`config.mk`:
```
export PLATFORM = sky130hd
export DESIGN_NAME = bmf_decoder_stream_flat
export DESIGN_NICKNAME = d
export VERILOG_FILES = /design/src/rtl/bmf_pkg.sv /design/src/rtl/bmf_decoder_stream_if.sv /design/src/rtl/bmf_bool_product.sv /design/src/rtl/bmf_decoder_stream.sv /design/src/flat_wrapper.sv
export SDC_FILE = /design/constraint.sdc
export NUM_CORES = 1
export LEC_CHECK = 0
export ABC_AREA = 1
export BUFFER_PORTS_ARGS = -buffer_cell sky130_fd_sc_hd__buf_2
export CAP_MARGIN = 20
export CORE_ASPECT_RATIO = 1.1
export CORE_MARGIN = 3
export CORE_UTILIZATION = 55
export DETAILED_ROUTE_END_ITERATION = 6
export PLACE_DENSITY = 0.79
export SLEW_MARGIN = 20
export SYNTH_ARGS = -nofsm -noshare
export SYNTH_HDL_FRONTEND = slang
export SYNTH_HIERARCHICAL = 1
export SYNTH_SLANG_ARGS = --single-unit
```
`constraint.sdc`:
```
create_clock -name clk -period 5.9 [get_ports clk]
set_input_delay 0.885 -clock clk [delete_from_list [all_inputs] [get_ports clk]]
set_output_delay 0.885 -clock clk [all_outputs]
set_load 0.02 [all_outputs]
```
`src/rtl/bmf_pkg.sv`:
```
// Shared constants, basis-row typedef and arithmetic helpers for the BMF
// decoder and its compressor-side checker.
package bmf_pkg;

  localparam int unsigned K_DEF  = 3;
  localparam int unsigned M_DEF  = 4;
  localparam int unsigned CW_DEF = 16;

  // Basis matrix H at the default geometry, one M-bit row per code bit
  typedef logic [M_DEF-1:0] h_rows_t [K_DEF];

  function automatic int unsigned popcount(input logic [31:0] x);
    int unsigned n;
    n = 0;
    for (int i = 0; i < 32; i++) begin
      n += 32'(x[i]);
    end
    return n;
  endfunction

  // a + b clamped to 2^w - 1 (w <= 32)
  function automatic logic [31:0] sat_add(input logic [31:0] a,
                                          input logic [31:0] b,
                                          input int unsigned w);
    logic [32:0] sum;
    logic [32:0] lim;
    sum = {1'b0, a} + {1'b0, b};
    lim = (33'd1 << w) - 33'd1;
    return (sum > lim) ? lim[31:0] : sum[31:0];
  endfunction

endpackage

```
`src/rtl/bmf_decoder_stream_if.sv`:
```
// Config, input-code and decoded-output handshakes of the BMF decoder.
// master = upstream/downstream environment, slave = decoder.
interface bmf_decoder_stream_if #(
  parameter int unsigned K = bmf_pkg::K_DEF,
  parameter int unsigned M = bmf_pkg::M_DEF
);
  localparam int unsigned RW = (K > 1) ? $clog2(K) : 1;

  logic          cfg_we;
  logic [RW-1:0] cfg_row;
  logic [M-1:0]  cfg_data;
  logic          cfg_ready;

  logic          in_valid;
  logic          in_ready;
  logic [K-1:0]  in_code;
  logic [M-1:0]  in_ref;

  logic          out_valid;
  logic          out_ready;
  logic [M-1:0]  out_data;
  logic          out_err;

  modport master (
    output cfg_we, cfg_row, cfg_data, in_valid, in_code, in_ref, out_ready,
    input  cfg_ready, in_ready, out_valid, out_data, out_err
  );

  modport slave (
    input  cfg_we, cfg_row, cfg_data, in_valid, in_code, in_ref, out_ready,
    output cfg_ready, in_ready, out_valid, out_data, out_err
  );

endinterface

```
`src/rtl/bmf_bool_product.sv`:
```
// Combinational Boolean product of a K-bit code with a K x M basis matrix:
// prod_c[m] = OR_j (code[j] AND H[j][m]); row j lives at h_flat[j*M +: M].
module bmf_bool_product
  import bmf_pkg::*;
#(
  parameter int unsigned K = K_DEF,
  parameter int unsigned M = M_DEF
) (
  input  logic [K-1:0]   code,
  input  logic [K*M-1:0] h_flat,
  output logic [M-1:0]   prod_c
);

  always_comb begin
    prod_c = '0;
    for (int unsigned j = 0; j < K; j++) begin
      if (code[j]) begin
        prod_c = prod_c | h_flat[j*M +: M];
      end
    end
  end

endmodule

```
`src/rtl/bmf_decoder_stream.sv`:
```
// Streaming BMF decoder: programmable basis H, one-entry output register with
// full throughput, and saturating mismatch / Hamming-distance counters.
module bmf_decoder_stream
  import bmf_pkg::*;
#(
  parameter int unsigned   K       = K_DEF,
  parameter int unsigned   M       = M_DEF,
  parameter int unsigned   CW      = CW_DEF,
  parameter logic [K*M-1:0] H_RESET = '0
) (
  input  logic                   clk,
  input  logic                   rst,
  bmf_decoder_stream_if.slave    bus,
  input  logic                   err_clr,
  output logic [CW-1:0]          err_count,
  output logic [CW-1:0]          hd_sum
);

  localparam int unsigned RW = (K > 1) ? $clog2(K) : 1;

  logic [K*M-1:0] h_q, h_d;
  logic           out_valid_q, out_valid_d;
  logic [M-1:0]   out_data_q, out_data_d;
  logic           out_err_q, out_err_d;
  logic [CW-1:0]  err_count_q, err_count_d;
  logic [CW-1:0]  hd_sum_q, hd_sum_d;

  logic           cfg_fire_c, in_ready_c, in_fire_c, out_fire_c;
  logic [M-1:0]   prod_c;
  logic           mism_c;
  logic [31:0]    hd_c;

  bmf_bool_product #(.K(K), .M(M)) u_prod (
    .code   (bus.in_code),
    .h_flat (h_q),
    .prod_c (prod_c)
  );

  // Config only while the output register is empty, and it wins over input
  assign cfg_fire_c = bus.cfg_we && !out_valid_q;
  assign in_ready_c = (!out_valid_q || bus.out_ready) && !cfg_fire_c;
  assign in_fire_c  = bus.in_valid && in_ready_c;
  assign out_fire_c = out_valid_q && bus.out_ready;

  assign mism_c = (prod_c != bus.in_ref);
  assign hd_c   = 32'(popcount(32'(prod_c ^ bus.in_ref)));

  always_comb begin
    h_d         = h_q;
    out_valid_d = out_valid_q;
    out_data_d  = out_data_q;
    out_err_d   = out_err_q;
    err_count_d = err_count_q;
    hd_sum_d    = hd_sum_q;

    // Out-of-range rows match no j and are dropped
    for (int unsigned j = 0; j < K; j++) begin
      if (cfg_fire_c && (bus.cfg_row == RW'(j))) begin
        h_d[j*M +: M] = bus.cfg_data;
      end
    end

    if (in_fire_c) begin
      out_valid_d = 1'b1;
      out_data_d  = prod_c;
      out_err_d   = mism_c;
    end else if (out_fire_c) begin
      out_valid_d = 1'b0;
    end

    // Clear first, so a same-cycle word contributes alone
    if (err_clr) begin
      err_count_d = '0;
      hd_sum_d    = '0;
    end
    if (in_fire_c) begin
      err_count_d = CW'(sat_add(32'(err_count_d), {31'b0, mism_c}, CW));
      hd_sum_d    = CW'(sat_add(32'(hd_sum_d), hd_c, CW));
    end
  end

  always_ff @(posedge clk or posedge rst) begin
    if (rst) begin
      h_q         <= H_RESET;
      out_valid_q <= 1'b0;
      out_data_q  <= '0;
      out_err_q   <= 1'b0;
      err_count_q <= '0;
      hd_sum_q    <= '0;
    end else begin
      h_q         <= h_d;
      out_valid_q <= out_valid_d;
      out_data_q  <= out_data_d;
      out_err_q   <= out_err_d;
      err_count_q <= err_count_d;
      hd_sum_q    <= hd_sum_d;
    end
  end

  assign bus.cfg_ready = !out_valid_q;
  assign bus.in_ready  = in_ready_c;
  assign bus.out_valid = out_valid_q;
  assign bus.out_data  = out_data_q;
  assign bus.out_err   = out_err_q;
  assign err_count     = err_count_q;
  assign hd_sum        = hd_sum_q;

endmodule

```
`src/flat_wrapper.sv`:
```
// flat-port wrapper written by rule: the top's interface ports become plain ports
module bmf_decoder_stream_flat import bmf_pkg::*;
#(
  parameter int unsigned   K       = K_DEF,
  parameter int unsigned   M       = M_DEF,
  parameter int unsigned   CW      = CW_DEF,
  parameter logic [K*M-1:0] H_RESET = '0
)
  (clk, rst, err_clr, err_count, hd_sum, bus_cfg_we, bus_cfg_row, bus_cfg_data, bus_in_valid, bus_in_code, bus_in_ref, bus_out_ready, bus_cfg_ready, bus_in_ready, bus_out_valid, bus_out_data, bus_out_err);
  bmf_decoder_stream_if #(.K(K), .M(M)) bus_i ();
  input  logic clk;
  input  logic rst;
  input  logic err_clr;
  output logic [CW-1:0] err_count;
  output logic [CW-1:0] hd_sum;
  input wire logic [$bits(bus_i.cfg_we)-1:0] bus_cfg_we;
  input wire logic [$bits(bus_i.cfg_row)-1:0] bus_cfg_row;
  input wire logic [$bits(bus_i.cfg_data)-1:0] bus_cfg_data;
  input wire logic [$bits(bus_i.in_valid)-1:0] bus_in_valid;
  input wire logic [$bits(bus_i.in_code)-1:0] bus_in_code;
  input wire logic [$bits(bus_i.in_ref)-1:0] bus_in_ref;
  input wire logic [$bits(bus_i.out_ready)-1:0] bus_out_ready;
  output wire logic [$bits(bus_i.cfg_ready)-1:0] bus_cfg_ready;
  output wire logic [$bits(bus_i.in_ready)-1:0] bus_in_ready;
  output wire logic [$bits(bus_i.out_valid)-1:0] bus_out_valid;
  output wire logic [$bits(bus_i.out_data)-1:0] bus_out_data;
  output wire logic [$bits(bus_i.out_err)-1:0] bus_out_err;
  assign bus_i.cfg_we = bus_cfg_we;
  assign bus_i.cfg_row = bus_cfg_row;
  assign bus_i.cfg_data = bus_cfg_data;
  assign bus_i.in_valid = bus_in_valid;
  assign bus_i.in_code = bus_in_code;
  assign bus_i.in_ref = bus_in_ref;
  assign bus_i.out_ready = bus_out_ready;
  assign bus_cfg_ready = bus_i.cfg_ready;
  assign bus_in_ready = bus_i.in_ready;
  assign bus_out_valid = bus_i.out_valid;
  assign bus_out_data = bus_i.out_data;
  assign bus_out_err = bus_i.out_err;
  bmf_decoder_stream #(.K(K), .M(M), .CW(CW), .H_RESET(H_RESET)) u_core (.clk(clk), .rst(rst), .bus(bus_i), .err_clr(err_clr), .err_count(err_count), .hd_sum(hd_sum));
endmodule
```
==> flow_summary.toml, run 1 <==
[global_route]
grt_overflow = 0
grt_antenna_before_repair = 0
first_global_vias = 2629
pin_count_of_the_biggest_net_entering_global_routing = 51
first_pass_grt_wire_length_mm = 11.7
grt_util_all_layers_pct = 21.7

[clock_network]
cts_made_buffers = 5
worst_skew_pair.late_latency_ns = 0.31
cts-root-buf = "sky130_fd_sc_hd__clkbuf_8"
cts.hold.buffers_added = 0
cts.htree.levels = 2
postCtsResizedCells = 0
clk_path_buf_depth = 2
cts_tree = "done"
numClockSinks = 50
post_cts_buffers = 0
clk_pin_slew_ns = 0.10

[drt]
1st_pass_router_iterations = 4
routed_via_density = 5.11
wl_mm = 6.83
vias = 2779
drt-initial-drc-count = 163
antenna_violating_nets_post_route = 0
route.detailed.drc = 0
detailed_route_wire_length_per_cell_um = 12.6

[sta]
post-route-period-util_pct = 54.2
finalSetupTns_ns = 0
final.hold.worst_slack_ns = 0.489
clock_skew_ns = 0.00942
rsz_0062_raised_after_global_routing = "false"
max_clock_freq_ghz = 0.313
count_of_endpoints_failing_setup_in_the_final_report = 0
final_critical_path_required_period_ns = 3.20
drv_slew = 0
relSlewSlack_pct = 43.1
report.final.hold_viol_count = 0
worst_pin_slew_ns = 0.852

[critical_path]
timing.critical_path.cells = "buf_2, nand2_1, nand3_1, xnor2_1, fa_1, fa_1, inv_1, fa_1, nand3_1, inv_1, nand2_4, nor2_8, nand3_4, nand3b_1"
cp-start-kind = "input pin"
timing.critical_path.required_ns = 6.15
worstSetupEndpointType = "flop"
crit_path_max_incr_delay_ns = 0.48
path_class = "input pin to flop"
rr_endpoint = "u_core/hd_sum[5]"
worst-endpoint-arrival_ns = 3.45
worst_r2r_path_depth = 13
cp-startpoint = "bus_in_code[0]"
crit_path_frequent_cell = "sky130_fd_sc_hd__fa_1"
ff2ff_setup_slack_ns = 3.01
critPathMaxFanout = 10
cp_slowest_cell = "sky130_fd_sc_hd__fa_1"
r2r_start = "u_core/h_q[5]"

[final_layout]
multi_input_comb_area_um2 = 1610
syn_to_final_growth_pct = 13.9
num_antenna_cells = 0
design.final.nets = 493
fillCellCount = 471
layout-drive-gt1-share_pct = 23.2
register_area_um2 = 1250
layout.cell_area.non_filler_um2 = 3560

[synth]
post_synth_and_or_nand_nor_area_fraction_pct = 40.8
postSynth.asyncResetShare_pct = 100
synthAdderAreaFrac_pct = 3.12
post_synth_instance_area_um2 = 3130
seq_area_frac_synth_pct = 40.0
synth.top_cells.by_count = "sky130_fd_sc_hd__nand2_1 (127), sky130_fd_sc_hd__inv_1 (54), sky130_fd_sc_hd__dfrtp_1 (50), sky130_fd_sc_hd__nand3_1 (48), sky130_fd_sc_hd__nor2_1 (26)"
synth.lib_cells_used.distinct = 35
synthCells = 411
main_combinational_cell_family_by_area_after_synthesis = "simple AND/OR/NAND/NOR gates"
postSynthNetCount = 436
yosys_warnings = 6
yosys.area.top_type = "sky130_fd_sc_hd__dfrtp_1"
synthXorXnorAreaFrac_pct = 2.52
dominantRegCellSynth = "sky130_fd_sc_hd__dfrtp_1"
synthTopCellsByArea = "sky130_fd_sc_hd__dfrtp_1 (40%), sky130_fd_sc_hd__nand2_1 (15%), sky130_fd_sc_hd__nand3_1 (7.7%), sky130_fd_sc_hd__inv_1 (6.5%), sky130_fd_sc_hd__o21ai_0 (3.7%)"
yosys.cell_count.top_type = "sky130_fd_sc_hd__nand2_1"
synth_compound_area_share_pct = 5.00
synth_seq_cells = 50
synth_enable_flop_cells = 0
synth_top_area_share_pct = 40.0
yosys-mux-area-fraction_pct = 0
syn_area_per_cell_um2 = 7.61

[hold_path]
hp_start = "u_core/bus.out_err"
worstHoldEndpoint = "u_core/bus.out_err"
whs_path_depth = 2
hold_class = "flop to flop"

[die]
chipHeight_um = 85.1
floorplan.die.width_um = 77.9
fp-row-count = 28
die-area_um2 = 6630
initial_core_util_pct = 57.6
placeableCoreArea_um2 = 5430
i_o_pin_count = 59

[power_and_ir_drop]
cellLeakagePower_nw = 1.92
report.power.total_uw = 917
power.density_nw_per_um2 = 257
vdd.ir_drop.worst_uv = 215

[outcome]
run_status = "finished, final reports clean"

[place]
hpwl_mm = 5.07
numPortBuffers = 58
post_dp_area_um2 = 3450
routabilityCongestion = 0.905

[job]
cap_violations = 0
## state kept, by name (all words and copies together) (netlist names)
signal	cells
u_core/hd_sum	16
u_core/err_count	16
u_core/bus.out_valid	1
u_core/bus.out_err	1
u_core/h_q	12
u_core/bus.out_data	4
## critical path: cells and delay by family
| kind | cells | cell delay (ns) |
|---|---|---|
| and+or+nand+nor | 7 | 0.83 |
| adders and majority gates | 3 | 1.08 |
| xor gates and xnor gates | 1 | 0.27 |
| buffers and inverters | 3 | 0.37 |
## report_power, final
group,switching (mW),internal [mW]
Combinational,0.168,0.0880
Sequential,0.0270,0.389
Clock,0.119,0.127
## layout make-up
cell class	count	area share (%)
clock buffer	6	2.04
clock inverter	2	1.05
inverter	55	5.83
multi-input combinational	298	45.2
sequential	50	35.1
tap	75	2.63
timing repair buffer	58	8.15
## layout by cell type (no fill, tap or decap), types with 2 or more instances in the layout
master,netlist,routed
sky130_fd_sc_hd__nor2_8,2,2
sky130_fd_sc_hd__nand4_1,6,6
sky130_fd_sc_hd__nand3_1,48,48
sky130_fd_sc_hd__dfrtp_1,50,50
sky130_fd_sc_hd__inv_1,54,53
sky130_fd_sc_hd__a21oi_1,2,2
sky130_fd_sc_hd__clkbuf_8,0,5
sky130_fd_sc_hd__o21ai_0,23,23
sky130_fd_sc_hd__xor2_1,4,4
sky130_fd_sc_hd__nor2_1,26,26
sky130_fd_sc_hd__fa_1,3,3
sky130_fd_sc_hd__nand2_2,7,7
sky130_fd_sc_hd__nand2_4,3,3
sky130_fd_sc_hd__nand2_1,127,127
sky130_fd_sc_hd__nor2_2,11,11
sky130_fd_sc_hd__nor3_2,2,2
sky130_fd_sc_hd__or2_2,2,2
sky130_fd_sc_hd__nor2_4,10,10
sky130_fd_sc_hd__nand3b_1,2,2
sky130_fd_sc_hd__buf_2,4,58
sky130_fd_sc_hd__nor3_1,2,2
sky130_fd_sc_hd__ha_1,3,3
sky130_fd_sc_hd__xnor2_1,5,5
## worst max path at each step
stage / slack, ns / endpoint
after floorplan: 2.81 / u_core/hd_sum[1]
after global placement: 2.44 / u_core/hd_sum[7]
after detailed placement: 2.38 / u_core/hd_sum[5]
after CTS: 2.71 / u_core/hd_sum[5]
after global routing: 2.51 / u_core/hd_sum[15]
final: 2.70 / u_core/hd_sum[5]
## through the flow
stage               worst slack (ns)  instances  utilization (%)
finish                          2.70        544             65.6
global route                    2.51        544             65.6
CTS                             2.71        544             65.6
detailed placement              2.38        536             63.6
global placement                2.44        536             63.6
floorplan                       2.81        411                -
## cells by family (layout without fill, tap and decap cells)
logic type               after synthesis  after routing
buffers and inverters                 63            121
AO/OA/AOI/OAI                         29             29
AND/OR/NAND/NOR                      254            254
adder cells (fa/ha/maj)                6              6
flip-flops                            50             50
XOR/XNOR                               9              9
## layer usage
layer  wire length (um)  GRT usage (%)
met1               2970           26.4
met2               3440           38.9
met3                342           4.56
met4                 77           5.88
met5                  0              0
Power figures use the tool's default switching activity.
==> run 2: changes to the inputs <==
==> constraint.sdc (replaced) <==
create_clock -name clk -period 3.08 [get_ports clk]
set_input_delay 0.462 -clock clk [delete_from_list [all_inputs] [get_ports clk]]
set_output_delay 0.462 -clock clk [all_outputs]
set_load 0.02 [all_outputs]
==> run 2 against run 1 <==
  * Power up 110%
  * First-iteration DRC count is 10% lower
  * Global-route usage grew 1.3 points
  * Cell count rose by 0.55%
  * Combinational power rose by 97%
  * Non-clock buffer count is 3 higher
  * Highest routed layer unchanged
==> flow_summary.toml, run 2 (synthesized netlist as in run 1, its figures left out) <==
[die]
placeableCoreArea_um2 = 5430
fp-row-count = 28
i_o_pin_count = 59
initial_core_util_pct = 57.6
floorplan.die.width_um = 77.9
chipHeight_um = 85.1
die-area_um2 = 6630

[final_layout]
layout.cells.most_common = "sky130_fd_sc_hd__nand2_1"
design.final.nets = 496
num_antenna_cells = 0
layout-drive-gt1-share_pct = 24.4
final_cell_mix = "sky130_fd_sc_hd__nand2_1 (127), sky130_fd_sc_hd__buf_2 (58), sky130_fd_sc_hd__inv_1 (53), sky130_fd_sc_hd__dfrtp_1 (50), sky130_fd_sc_hd__nand3_1 (48)"
layout.cells.non_filler = 547
syn_to_final_growth_pct = 16.1
layout.cell_area.non_filler_um2 = 3630

[sta]
rsz_0062_raised_after_global_routing = "false"
final_critical_path_required_period_ns = 2.86
clock_skew_ns = 0.0123
post-route-period-util_pct = 93.0
setup_ws_ns = 0.215
worst_pin_slew_ns = 0.872
max_clock_freq_ghz = 0.349
report.final.hold_viol_count = 0
count_of_endpoints_failing_setup_in_the_final_report = 0
relSlewSlack_pct = 41.8
drv_slew = 0
finalSetupTns_ns = 0

[place]
place.detailed.instances = 539
hpwl_mm = 5.21
routabilityCongestion = 0.857
numPortBuffers = 58
post_dp_area_um2 = 3470
place_ws_ns = 0.0221

[global_route]
pin_count_of_the_biggest_net_entering_global_routing = 51
grt_antenna_before_repair = 0
grt_util_all_layers_pct = 23.0
first_global_vias = 2820
first_pass_grt_wire_length_mm = 12.4
grt_overflow = 0

[critical_path]
worst-endpoint-arrival_ns = 3.07
timing.critical_path.required_ns = 3.29
crit_path_max_incr_delay_ns = 0.58
cp-startpoint = "u_core/h_q[0]"
cp_slowest_cell = "sky130_fd_sc_hd__fa_1"
ff2ff_setup_slack_ns = 0.22
path_class = "flop to flop"
cp-start-kind = "flop"
timing.critical_path.cells = "nand2_1, nand3_1, xnor2_2, fa_1, fa_1, inv_1, fa_1, nand3_1, inv_1, nand2_4, nor2_4, nor2_4, nand2_1, nand2_1, inv_1"
critPathMaxFanout = 5
r2r_start = "u_core/h_q[0]"
cp.buffers_inverters = 3
critical_path.top_delay_family = "adder cells"
worstSetupEndpointType = "flop"

[hold_path]
hold_class = "input pin to asynchronous set/reset pin"

[drt]
detailed_route_wire_length_per_cell_um = 13.0
routed_via_density = 5.19
wl_mm = 7.09
drt-initial-drc-count = 146
route.detailed.drc = 0
vias = 2837
1st_pass_router_iterations = 5
antenna_violating_nets_post_route = 0

[clock_network]
clk_pin_slew_ns = 0.10
cts_made_buffers = 5
cts-root-buf = "sky130_fd_sc_hd__clkbuf_8"
worst_skew_pair.late_latency_ns = 0.31
cts.htree.levels = 2
numClockSinks = 50
clk_path_buf_depth = 2
cts_tree = "done"

[power_and_ir_drop]
power.density_nw_per_um2 = 518
vdd.ir_drop.worst_uv = 412
cellLeakagePower_nw = 1.96

[job]
cap_violations = 0

[outcome]
run_status = "finished, final reports clean"
==> run 2: cell type report <==
class                      instances  area (um2)
fill                             505        1800
multi-input combinational        298        1630
sequential                        50        1250
timing repair buffer              61         313
inverter                          55         208
tap                               75        93.8
clock buffer                       6        82.6
clock inverter                     2        60.1
==> run 2: path summary, 6_finish.rpt <==
check                      depth (start not counted)                      to
setup / recovery                                  15        u_core/hd_sum[1]
hold / removal                                     2       u_core/hd_sum[11]
setup reg to reg                                  15        u_core/hd_sum[1]
hold reg to reg                                    2  u_core/bus.out_data[0]
max in group asynchronous                          2  u_core/bus.out_data[0]
min in group clk                                   3           u_core/h_q[4]
==> run 2: metrics by stage <==
stage	hold WS (ns)	util (%)	power, mW
after CTS	0.435	66.6	1.89
after global placement	0.459	64.0	1.30
after detailed placement	0.460	64.0	1.32
after global routing	0.362	66.9	2.00
final	0.294	66.9	1.88
after floorplan	0.453	-	1.16
==> run 2: repair_timing <==
action	CTS	global route
endpoints found under the setup margin	0	4
setup buffers	0	0
hold buffers	0	0
resized for setup	0	2
endpoints found under the hold margin	0	0
==> run 2: layer usage <==
metal  track usage (%)  part of all wire [%]  vias to the layer above  wire length (um)
met2              41.5                    50                       78              3560
met3              3.93                   5.2                       19               370
met4              7.00                   2.0                        0               139
li1                  -                     -                     1415                 -
met1              28.0                    43                     1325              3020
met5                 0                     0                        -                 0
==> run 2: power breakdown <==
group	switching (mW)	leakage, nW	total, mW	internal [mW]
clock	0.227	0.0714	0.573	0.346
sequential	0.0584	0.663	0.804	0.746
combinational	0.324	1.23	0.504	0.179
